--- src/rtl/kanagawa_delay_drain_fifo_pkg.sv ---
// Shared helpers for the Kanagawa delay-drain FIFO consumer stage.
package kanagawa_delay_drain_fifo_pkg;

  // Index width for a DEPTH-entry array; a single-entry array still needs one bit.
  function automatic int unsigned ptr_width(input int unsigned depth);
    return (depth > 1) ? $clog2(depth) : 1;
  endfunction

endpackage

--- src/rtl/kanagawa_delay_drain_fifo.sv ---
// Credit-issuing consumer for a fixed-delay pipeline: masks stale arrivals after
// reset, buffers arrivals in a circular store and drains them over ready/valid.
module kanagawa_delay_drain_fifo
  import kanagawa_delay_drain_fifo_pkg::*;
#(
  parameter int unsigned WIDTH = 8,
  parameter int unsigned DELAY = 4,
  parameter int unsigned DEPTH = 5
) (
  input  logic             clk,
  input  logic             rst,
  output logic             can_issue_out,
  input  logic             issue_in,
  input  logic             valid_in,
  input  logic [WIDTH-1:0] data_in,
  output logic             valid_out,
  output logic [WIDTH-1:0] data_out,
  input  logic             ready_in,
  output logic             overflow_out
);

  localparam int unsigned PTR_W  = ptr_width(DEPTH);
  localparam int unsigned CNT_W  = $clog2(DEPTH + 1);
  localparam int unsigned MASK_W = $clog2(DELAY + 1);
  localparam logic [CNT_W-1:0] DEPTH_C  = CNT_W'(DEPTH);
  localparam logic [PTR_W-1:0] LAST_PTR = PTR_W'(DEPTH - 1);

  logic [WIDTH-1:0]  mem [DEPTH];
  logic [PTR_W-1:0]  rd_ptr;
  logic [PTR_W-1:0]  wr_ptr;
  logic [CNT_W-1:0]  count;
  logic [CNT_W-1:0]  credits_used;
  logic [MASK_W-1:0] mask_cnt;

  logic full;
  logic pop;
  logic push_req;
  logic push;
  logic issue_ok;

  function automatic logic [PTR_W-1:0] ptr_next(input logic [PTR_W-1:0] p);
    return (p == LAST_PTR) ? '0 : p + PTR_W'(1);
  endfunction

  always_comb begin
    full     = (count == DEPTH_C);
    pop      = valid_out && ready_in;
    push_req = valid_in && (mask_cnt == '0);
    // A pop frees the slot in the same cycle, so push into a full store is legal then.
    push     = push_req && (!full || pop);
    issue_ok = issue_in && can_issue_out;
  end

  assign can_issue_out = !rst && (credits_used < DEPTH_C);
  assign valid_out     = (count != '0);
  assign data_out      = mem[rd_ptr];

  always_ff @(posedge clk) begin
    if (rst) begin
      rd_ptr       <= '0;
      wr_ptr       <= '0;
      count        <= '0;
      credits_used <= '0;
      overflow_out <= 1'b0;
      mask_cnt     <= MASK_W'(DELAY);
    end else begin
      if (mask_cnt != '0) begin
        mask_cnt <= mask_cnt - MASK_W'(1);
      end
      if (push) begin
        wr_ptr <= ptr_next(wr_ptr);
      end
      if (pop) begin
        rd_ptr <= ptr_next(rd_ptr);
      end
      count        <= count + CNT_W'(push) - CNT_W'(pop);
      credits_used <= credits_used + CNT_W'(issue_ok) - CNT_W'(pop);
      if (push_req && full && !pop) begin
        overflow_out <= 1'b1;
      end
    end
  end

  // Payload storage carries no reset; occupancy is tracked by count alone.
  always_ff @(posedge clk) begin
    if (!rst && push) begin
      mem[wr_ptr] <= data_in;
    end
  end

endmodule

--- config.mk ---
export PLATFORM = sky130hd
export DESIGN_NAME = kanagawa_delay_drain_fifo
export DESIGN_NICKNAME = d
export VERILOG_FILES = /design/src/rtl/kanagawa_delay_drain_fifo_pkg.sv /design/src/rtl/kanagawa_delay_drain_fifo.sv
export SDC_FILE = /design/constraint.sdc
export NUM_CORES = 1
export LEC_CHECK = 0
export ABC_AREA = 1
export CORE_ASPECT_RATIO = 0.5
export CORE_MARGIN = 5
export CORE_UTILIZATION = 30
export CTS_CLUSTER_DIAMETER = 80
export CTS_CLUSTER_SIZE = 28
export DETAILED_ROUTE_END_ITERATION = 16
export PLACE_DENSITY = 0.46
export SKIP_LAST_GASP = 1
export SLEW_MARGIN = 30
export SYNTH_ARGS = -nofsm -noshare
export SYNTH_HDL_FRONTEND = slang
export SYNTH_SLANG_ARGS = --single-unit
--- constraint.sdc ---
create_clock -name clk -period 6.1 [get_ports clk]
set_clock_uncertainty 0.1 [all_clocks]
set_input_delay 1.22 -clock clk [delete_from_list [all_inputs] [get_ports clk]]
set_output_delay 1.22 -clock clk [all_outputs]
set_load 0.01 [all_outputs]
* Word level (Yosys, flattened, before mapping)
Memories as Yosys holds them, arrays and structs flattened. A register that Yosys moved wholly into a read port is not among the register bits. Cells that the tools add are included.
Word-level totals: memory bits (writable) 40, logic and storage cells 39, input port bits 13, memories 1, output and inout bits 11, register bits after elaboration 16
Memory list:
- mem | depth 5, bits a word 8, read ports 1, clocked after Yosys merged registers in 1, write ports 1, line kanagawa_delay_drain_fifo.sv:28 | logic [WIDTH-1:0] mem [DEPTH];
Operators by class: mux-type cells 6, reduce and logical (&&, ||, !) cells 15, order comparisons 1, eq/ne operators 3, add/sub/neg operators 7
Operator list (number):
- 3-bit 2-to-1 mux | 4
- 3-bit equality test, second input constant | 3
- 1-bit logical AND | 8
- 3-bit by 1-bit adder with 3-bit output | 2
- 3-bit by 1-bit adder with 3-bit output, second input constant | 2
- 3-bit nonzero test | 2
- 3-bit by 1-bit subtractor with 3-bit output | 2
- 1-bit logical NOT | 3
- 3-bit logical NOT | 1
- 3-bit < comparator, second input constant | 1
- 3-bit by 1-bit subtractor with 3-bit output, second input constant | 1
- 1-bit 2-to-1 mux | 2
- 1-bit logical OR | 1

* Depth between registers and ports, before layout
Gate-level depths: netlist of the first run.
depth after elaboration 7, gate-level depth with buffers 13

* Worst setup path after synthesis of the first run
Ideal clock, no wire load.
path kind input -> output, start point in rst, end point out can_issue_out, stages 4, data arrival time 1623 ps, required time 4780 ps, slack 3157 ps, path through buf_2 -> inv_2 -> nand2_1 -> inv_2
On the way: cells in the longest elaborated chain, start to end 2
Ends and longest elaborated chain:
- from (decl) | line kanagawa_delay_drain_fifo.sv:11 | input logic rst,
- 1-bit logical NOT | line kanagawa_delay_drain_fifo.sv:54 | assign can_issue_out = !rst && (credits_used < DEPTH_C);
- 1-bit logical AND | line kanagawa_delay_drain_fifo.sv:54
- to (decl) | line kanagawa_delay_drain_fifo.sv:12 | output logic can_issue_out,
Every way passes these cells.

* Worst setup path in the final report of the first run
Same ends and word-level chain as after synthesis.

==> flow_summary_export.csv, run 1 <==
group,metric,value,unit
die,io_pins,24,
pwr,power.density,408,mW/mm^2
global_route,antenna_found_initial,0,
yosys,synth_warnings,0,
timing,rsz0062_at_grt,"false",
run,max_cap_viol_count,0,
final_layout,multi_input_area,882,sq um
cts,root_buffer,"clkbuf_16",
cts,cts_inserted_buffers,9,
timing,hold_viol,0,
final_layout,area_delta_synth_final,22.5,%
pwr,power,0.00132,W
die,dieArea,0.0109,sq mm
yosys,syn_avg_cell_area,10.2,sq um
cts,cts_max_level,3,
worst_setup_path,path_max_fanout,10,
cts,ctsHoldBuffers,0,
cts,cts_tree,"done",
cts,cts_setup_buffers,0,
cts,clkTransAtPathRegs,50,ps
yosys,syn_inst,258,
worst_setup_path,critPathMaxStageDelay,600,ps
global_route,gr-usage-all-layers,0.101,
pwr,irDropWorstVdd,0.143,mV
pwr,p_leak,1.29,nW
worst_setup_path,crit_arrival,2730,ps
drt,wl_per_cell,12.1,microns
yosys,syn_nets,285,
final_layout,layout-drive-gt1-share,0.155,
timing,clock.fmax,0.247,GHz
yosys,synth_seq_cells,59,
final_layout,fillCellCount,869,
place,gp_congestion,0.714,
timing,layout_min_cycle_time,4050,ps
place,io_buffers,23,
timing,holdWs,349,ps
timing,setup_tns,0,ps
global_route,grt_pass1_vias,1680,
final_layout,seq_area,0.00158,sq mm
drt,remaining_drc_errors,0,
final_layout,diodes,0,
drt,final_antenna_net_count,0,
run_status,status,"completed",
worst_setup_path,worst_ep_required_time,4780,ps
cts,clkLatencyLatePin,320,ps
die,std_cell_rows,24,
die,core-area,0.00865,sq mm
drt,first_iter_violations,81,
cts,cts-resized-gates,0,
yosys,syn_area,0.00264,sq mm
drt,routed_wl,4.94,mm
timing,finalSetupViolations,0,
worst_setup_path,crit_slowest_cell,"clkdlybuf4s50_1",
die,die_width,143,microns
timing,timing.final.crit_share,0.664,
place,placedCellCount,392,
yosys,synth.distinct_cells,26,
worst_setup_path,start_kind,"input port",
global_route,grt-ovfl-total,0,
cts,clock_sinks,59,
die,die_h,76.4,microns
die,initial_core_util,0.305,
drt,firstDrtPassIters,4,
worst_hold_path,min_path_type,"flip-flop to flip-flop",
drt,vias,1704,
cts,cts_buffer_depth,2,
worst_setup_path,critPathCaptureType,"output pin",
timing,max-slew-margin-rel,0.395,
place,dpl.hpwl,3.33,mm
worst_setup_path,path_cells,"clkdlybuf4s50_1 > inv_2 > nand2_1 > inv_2 > clkdlybuf4s50_1",
yosys,ys_seq_area_frac,0.599,
drt,via_per_inst,4.18,
global_route,grt_max_degree,18,
final_layout,fin_cells,408,
timing,slew_viol_final,0,
worst_setup_path,worstSetupPathType,"input port to output pin",
global_route,grt_pass1_wl,8.32,mm
final_layout,nets,313,
timing,tightest_slew,904,ps
final_layout,final_util,0.374,
==> metal layers <==
layer / vias to the layer above / part of all wire / global-route usage
met5: - / 0 / 0
met4: 0 / 0.015 / 0.0398
li1: 895 / - / -
met1: 780 / 0.48 / 0.124
met3: 7 / 0.039 / 0.0420
met2: 22 / 0.47 / 0.157
==> synthesized netlist by cell type (all sizes together) <==
library cell  instances  area share
xor2                  2      0.0066
fa                    2       0.015
nand4                 1      0.0024
nor2                 52       0.090
nor3                  2      0.0076
o21ai                22       0.042
o211ai                1      0.0028
a21oi                 6       0.011
nand2                54       0.081
buf                   6       0.024
inv                  30       0.044
dfxtp                19        0.14
and2                  1      0.0024
ha                   12       0.057
nand3                 8       0.017
edfxtp               40        0.45
==> cell usage in the layout, fill, tap and decap left out, drive strengths merged, types with 2 or more instances in the layout <==
cell type | netlist | routed
nand2 | 54 | 54
nor2 | 52 | 52
edfxtp | 40 | 40
inv | 30 | 30
clkdlybuf4s50 | 0 | 23
o21ai | 22 | 22
dfxtp | 19 | 19
ha | 12 | 12
clkbuf | 0 | 12
nand3 | 8 | 8
a21oi | 6 | 6
nor3 | 2 | 2
xor2 | 2 | 2
fa | 2 | 2
clkinv | 0 | 2
clkinvlp | 0 | 2
==> power by group <==
group | total [W] | switching (W) | internal [W]
Combinational | 0.000351 | 0.000187 | 0.000164
Sequential | 0.000513 | 0.0000479 | 0.000465
Clock | 0.000457 | 0.000163 | 0.000294
Total | 0.00132 | 0.000398 | 0.000923
==> cell families after synthesis <==
logic type / count (synthesis) / synth area share
simple gates: 118 / 0.199
flops: 59 / 0.599
buf+inv: 36 / 0.0673
compound gates: 29 / 0.0559
fa+ha+maj: 14 / 0.0720
xor+xnor: 2 / 0.00663
==> worst paths after layout <==
path / startpoint / to / slack [ps] / depth (start not counted)
max: rst / can_issue_out / 2050 / 5
min: mask_cnt[0]$_SDFFE_PP0P_ / mask_cnt[0]$_SDFFE_PP0P_ / 350 / 1
max reg2reg: mask_cnt[0]$_SDFFE_PP0P_ / mem[4][5]$_DFFE_PP_ / 3860 / 6
min reg2reg: mask_cnt[0]$_SDFFE_PP0P_ / mask_cnt[0]$_SDFFE_PP0P_ / 350 / 1
==> metrics by stage <==
| stage | worst slack [ps] | cell area (sq um) |
|---|---|---|
| after detailed placement | 2030 | 2960 |
| final | 2050 | 3240 |
| after global routing | 1910 | 3240 |
| after global placement | 2050 | 2960 |
| after floorplan | 3160 | 2640 |
| after CTS | 2030 | 3240 |
==> cell type report <==
type	count	share of cell area
sequential	59	0.489
multi-input combinational	163	0.273
timing repair buffer	23	0.0711
tap	117	0.0452
inverter	30	0.0356
clock inverter	4	0.00773
clock buffer	12	0.0792
==> sequential cells by signal (all words and copies together) (netlist names), named ones only <==
| register | count |
|---|---|
| count | 3 |
| credits_used | 3 |
| mask_cnt | 3 |
| mem | 40 |
| overflow_out | 1 |
| rd_ptr | 3 |
| wr_ptr | 3 |
==> worst max-delay path, delay by kind of cell <==
| family | cells | cell delay [ps] |
|---|---|---|
| buffers and inverters | 4 | 1410 |
| AND/OR/NAND/NOR | 1 | 90 |
No activity file was read; power rests on OpenSTA's default activity.
==> run 2: changes to the inputs <==
==> constraint.sdc (replaced) <==
create_clock -name clk -period 3.9 [get_ports clk]
set_clock_uncertainty 0.1 [all_clocks]
set_input_delay 0.78 -clock clk [delete_from_list [all_inputs] [get_ports clk]]
set_output_delay 0.78 -clock clk [all_outputs]
set_load 0.01 [all_outputs]
==> flow_summary_export.csv, run 2 (same netlist as run 1, synthesis figures left out) <==
group,metric,value,unit
final_layout,largest_reg_flops,40,
pwr,irDropWorstVdd,0.229,mV
cts,cts_setup_buffers,0,
worst_setup_path,worstSetupPathType,"input port to output pin",
cts,clock_sinks,59,
die,dieArea,0.0109,sq mm
final_layout,fillCellCount,875,
die,die_h,76.4,microns
place,gp_congestion,0.705,
timing,clock.fmax,0.317,GHz
cts,clkTransAtPathRegs,50,ps
place,dpl.hpwl,3.38,mm
die,core-area,0.00865,sq mm
pwr,combPwrFrac,0.265,
worst_hold_path,min_path_type,"flip-flop to flip-flop",
pwr,p_leak,1.33,nW
drt,final_antenna_net_count,0,
pwr,swShare,0.288,
pwr,power.density,655,mW/mm^2
cts,ctsHoldBuffers,0,
global_route,grt_max_degree,17,
cts,cts_max_level,3,
final_layout,layout_commonest_cell,"nand2_1",
die,std_cell_rows,24,
place,io_buffers,23,
die,die_width,143,microns
timing,layout_min_cycle_time,3150,ps
pwr,clockPowerShare,0.370,
drt,first_iter_violations,65,
die,io_pins,24,
worst_setup_path,crit_arrival,2270,ps
timing,finalSetupViolations,0,
drt,vias,1719,
worst_setup_path,path_cells,"clkdlybuf4s50_1 > inv_2 > nand2_1 > inv_2 > clkdlybuf4s50_1",
timing,rsz0062_at_grt,"false",
final_layout,regMostFlops,"mem",
timing,slew_viol_final,0,
cts,cts_buffer_depth,2,
final_layout,final_util,0.382,
final_layout,seq_area,0.00158,sq mm
pwr,p_int,0.00154,W
final_layout,layout-drive-gt1-share,0.163,
timing,hold_viol,0,
global_route,grt_pass1_wl,8.32,mm
worst_setup_path,r2r_cells,13,
timing,setup_tns,0,ps
drt,wl_per_cell,11.9,microns
timing,max-slew-margin-rel,0.473,
worst_hold_path,hold_start,"mask_cnt[0]$_SDFFE_PP0P_",
global_route,gr-usage-all-layers,0.0998,
final_layout,multi_input_area,882,sq um
timing,holdWs,355,ps
worst_setup_path,timing.rr.end,"credits_used[2]$_SDFF_PP0_",
drt,routed_wl,4.88,mm
worst_setup_path,crit_family,"buffers and inverters",
drt,remaining_drc_errors,0,
global_route,antenna_found_initial,0,
timing,tightest_slew,786,ps
final_layout,area_delta_synth_final,24.9,%
worst_setup_path,crit_slowest_cell,"clkdlybuf4s50_1",
run_status,status,"completed",
worst_hold_path,hold_depth,1,
worst_hold_path,hold_end,"mask_cnt[0]$_SDFFE_PP0P_",
worst_setup_path,reg2reg_from,"credits_used[1]$_SDFF_PP0_",
global_route,grt-ovfl-total,0,
cts,clkLatencyLatePin,320,ps
worst_setup_path,critPathMaxStageDelay,590,ps
cts,cts_tree,"done",
worst_setup_path,critPathBufInv,4,
worst_setup_path,ff2ff_setup_slack,1630,ps
global_route,grt_pass1_vias,1789,
worst_setup_path,path_max_fanout,10,
cts,cts-resized-gates,0,
run,max_cap_viol_count,0,
drt,via_per_inst,4.17,
pwr,seqPwrFrac,0.365,
final_layout,nets,318,
pwr,p_switching,0.000622,W
cts,cts_inserted_buffers,9,
worst_setup_path,critPathCaptureType,"output pin",
worst_setup_path,start_kind,"input port",
pwr,power,0.00216,W
timing,timing.final.crit_share,0.808,
die,initial_core_util,0.305,
drt,firstDrtPassIters,4,
final_layout,diodes,0,
final_layout,final_cell_mix,"nand2_1 (50), nor2_1 (41), edfxtp_1 (40)",
worst_setup_path,worst_ep_required_time,3020,ps
cts,root_buffer,"clkbuf_16",
run 2: changes by cell type in the layout (fill, tap and decap cells not counted), moves of 2 or more:
cell,previous run,this run
bufinv_16,0,2
clkinvlp_4,2,0
clkinv_1,0,2
clkbuf_8,2,0
buf_4,0,5
run 2: routing by layer:
layer	wire length (microns)	global-route usage
met2	2290	0.161
met1	2320	0.117
met3	171	0.0414
met5	0	0
met4	96	0.0427
run 2: power groups by stage:
stage	clock [W]	combinational (W)	sequential (W)
final	0.000799	0.000572	0.000789
after global routing	0.000853	0.000667	0.000798
after CTS	0.000822	0.000588	0.000791
after detailed placement	0	0.000583	0.000802
after global placement	0	0.000578	0.000799
after floorplan	0	0.000427	0.000768
run 2: final cells by class:
cell class                      count  area share
Sequential cell                    59       0.479
Tap cell                          117      0.0444
Clock buffer                        9      0.0683
Timing Repair Buffer               28      0.0812
Inverter                           30      0.0349
Multi-Input combinational cell    163       0.267
Clock inverter                      6      0.0246
run 2: how the worst max path moves through the flow:
stage / start / to / slack, ps / cells past startpoint
5_1_grt: rst / can_issue_out / 620 / 5
6_report: rst / can_issue_out / 750 / 5
3_3_place_gp: rst / can_issue_out / 730 / 5
4_1_cts: rst / can_issue_out / 710 / 5
3_5_place_dp: rst / can_issue_out / 720 / 5
2_1_floorplan: rst / credits_used[2]$_SDFF_PP0_ / 1420 / 12
run 2: stage by stage:
stage	cells	setup WS (ps)	instance area, sq um
after global placement	397	734	2990
after detailed placement	397	721	2990
final	412	747	3300
after CTS	412	708	3300
after global routing	412	622	3300
after floorplan	258	1420	2640
==> run 3: changes to the inputs <==
--- a/config.mk
+++ b/config.mk
@@ -12,7 +12,7 @@
 export CTS_CLUSTER_DIAMETER = 80
 export CTS_CLUSTER_SIZE = 28
 export DETAILED_ROUTE_END_ITERATION = 16
-export PLACE_DENSITY = 0.46
+export PLACE_DENSITY = 0.48
 export SKIP_LAST_GASP = 1
 export SLEW_MARGIN = 30
 export SYNTH_ARGS = -nofsm -noshare
==> constraint.sdc (replaced) <==
create_clock -name clk -period 2.6 [get_ports clk]
set_clock_uncertainty 0.1 [all_clocks]
set_input_delay 0.52 -clock clk [delete_from_list [all_inputs] [get_ports clk]]
set_output_delay 0.52 -clock clk [all_outputs]
set_load 0.01 [all_outputs]
==> flow_summary_export.csv, run 3 (same netlist as run 1, synthesis figures left out) <==
group,metric,value,unit
die,core-area,0.00865,sq mm
timing,finalSetupViolations,0,
drt,via_per_inst,4.12,
die,io_pins,24,
worst_setup_path,critPathCaptureType,"output pin",
worst_setup_path,crit_arrival,1830,ps
global_route,grt.busiest_layer,"met2",
worst_setup_path,start_kind,"flip-flop",
drt,routed_wl,5.03,mm
global_route,grt_use_met3,0.0451,
cts,cts_inserted_buffers,9,
final_layout,area_delta_synth_final,27.2,%
cts,clkLatencyLatePin,320,ps
die,dieArea,0.0109,sq mm
place,io_buffers,23,
cts,root_buffer,"clkbuf_16",
die,die_h,76.4,microns
pwr,irDropWorstVdd,0.348,mV
global_route,grtUsageMet2,0.153,
global_route,grt_max_degree,17,
drt,final_antenna_net_count,0,
pwr,p_leak,1.37,nW
worst_setup_path,path_max_fanout,6,
global_route,grt_pass1_vias,1719,
final_layout,largest_reg_flops,40,
run,max_cap_viol_count,0,
drt,first_iter_violations,92,
timing,setup_tns,0,ps
cts,cts_tree,"done",
timing,max-slew-margin-rel,0.703,
place,gp_congestion,0.761,
timing,hold_viol,0,
cts,cts_buffer_depth,2,
timing,tightest_slew,445,ps
cts,cts_max_level,3,
drt,remaining_drc_errors,0,
timing,rsz0062_at_grt,"false",
pwr,power,0.00329,W
place,placedCellCount,404,
cts,clock_sinks,59,
timing,slew_viol_final,0,
drt,firstDrtPassIters,4,
place,dpl.hpwl,3.39,mm
final_layout,layout-drive-gt1-share,0.185,
global_route,grt_pass1_wl,8.14,mm
global_route,antenna_found_initial,0,
final_layout,diodes,0,
final_layout,fin_cells,420,
final_layout,final_cell_mix,"nand2_1 (50), nor2_1 (41), edfxtp_1 (40)",
global_route,grtUsageMet1,0.123,
worst_setup_path,worstSetupPathType,"flip-flop to output pin",
drt,vias,1731,
run_status,status,"completed",
die,die_width,143,microns
final_layout,regMostFlops,"mem",
worst_hold_path,hold_depth,2,
drt,wl_per_cell,12.0,microns
die,initial_core_util,0.305,
cts,clkTransAtPathRegs,50,ps
pwr,power.density,978,mW/mm^2
worst_setup_path,worst_ep_required_time,1980,ps
global_route,grt-ovfl-total,0,
worst_hold_path,min_path_type,"flip-flop to flip-flop",
timing,clock.fmax,0.409,GHz
die,std_cell_rows,24,
worst_setup_path,r2r_cells,13,
global_route,gr-usage-all-layers,0.0989,
final_layout,nets,325,
timing,layout_min_cycle_time,2450,ps
timing,timing.final.crit_share,0.941,
final_layout,layout_commonest_cell,"nand2_1",
[run 3: cell types whose count changed in the layout (fill, tap and decap cells not counted)]
cell and change:
clkinv_1 -1, buf_6 +1, clkbuf_1 +2, dfxtp_2 +1
buf_4 +6, dfxtp_1 -1
[run 3: layout make-up]
cell class | count | area [sq um]
inverter | 30 | 115
clock buffer | 11 | 233
clock inverter | 5 | 77.6
timing repair buffer | 35 | 324
multi-input combinational | 163 | 882
tap | 117 | 146
fill | 862 | 5290
sequential | 59 | 1580
[run 3: timing repair]
item                       CTS  global route
buffers inserted             0             0
gates resized for setup      0             2
hold buffers                 0             0
setup endpoints to repair    0             7
hold endpoints to repair     0             0
[run 3: where the power goes]
part	switching (W)	internal, W	total, W
logic	0.000490	0.000416	0.000906
clock network	0.000385	0.000834	0.00122
registers	0.0000699	0.00109	0.00116
[run 3: path summary, 6_finish.rpt]
kind	startpoint	slack, ps	end
min reg2reg	overflow_out$_SDFFE_PP0P_	360	overflow_out$_SDFFE_PP0P_
min	overflow_out$_SDFFE_PP0P_	360	overflow_out$_SDFFE_PP0P_
max	flip-flop	150	data_out[3]
max reg2reg	credits_used[1]$_SDFF_PP0_	360	credits_used[2]$_SDFF_PP0_
[run 3: worst max-delay path, cell delays in order (launching register included)]
cell             delay (ps)
dfxtp_2                 390
buf_4                   180
nor2_1                   50
nor2_1                   80
o21ai_0                  80
nand2_1                  80
nand2_1                  40
nand2_1                  60
clkdlybuf4s50_1         540
[run 3: metal layers]
layer,up-vias,share of wire
met5,-,0
met4,0,0.0080
met3,2,0.039
met2,25,0.46
met1,783,0.49
li1,921,-
[run 3: per-stage QoR]
step	setup slack [ps]	hold slack, ps	area, sq um	utilization
5_1_grt	5.85	377	3360	0.389
3_3_place_gp	80.9	339	3050	0.352
6_report	152	358	3360	0.389
3_5_place_dp	35.8	346	3050	0.352
4_1_cts	14.3	360	3360	0.388
2_1_floorplan	384	328	2640	-
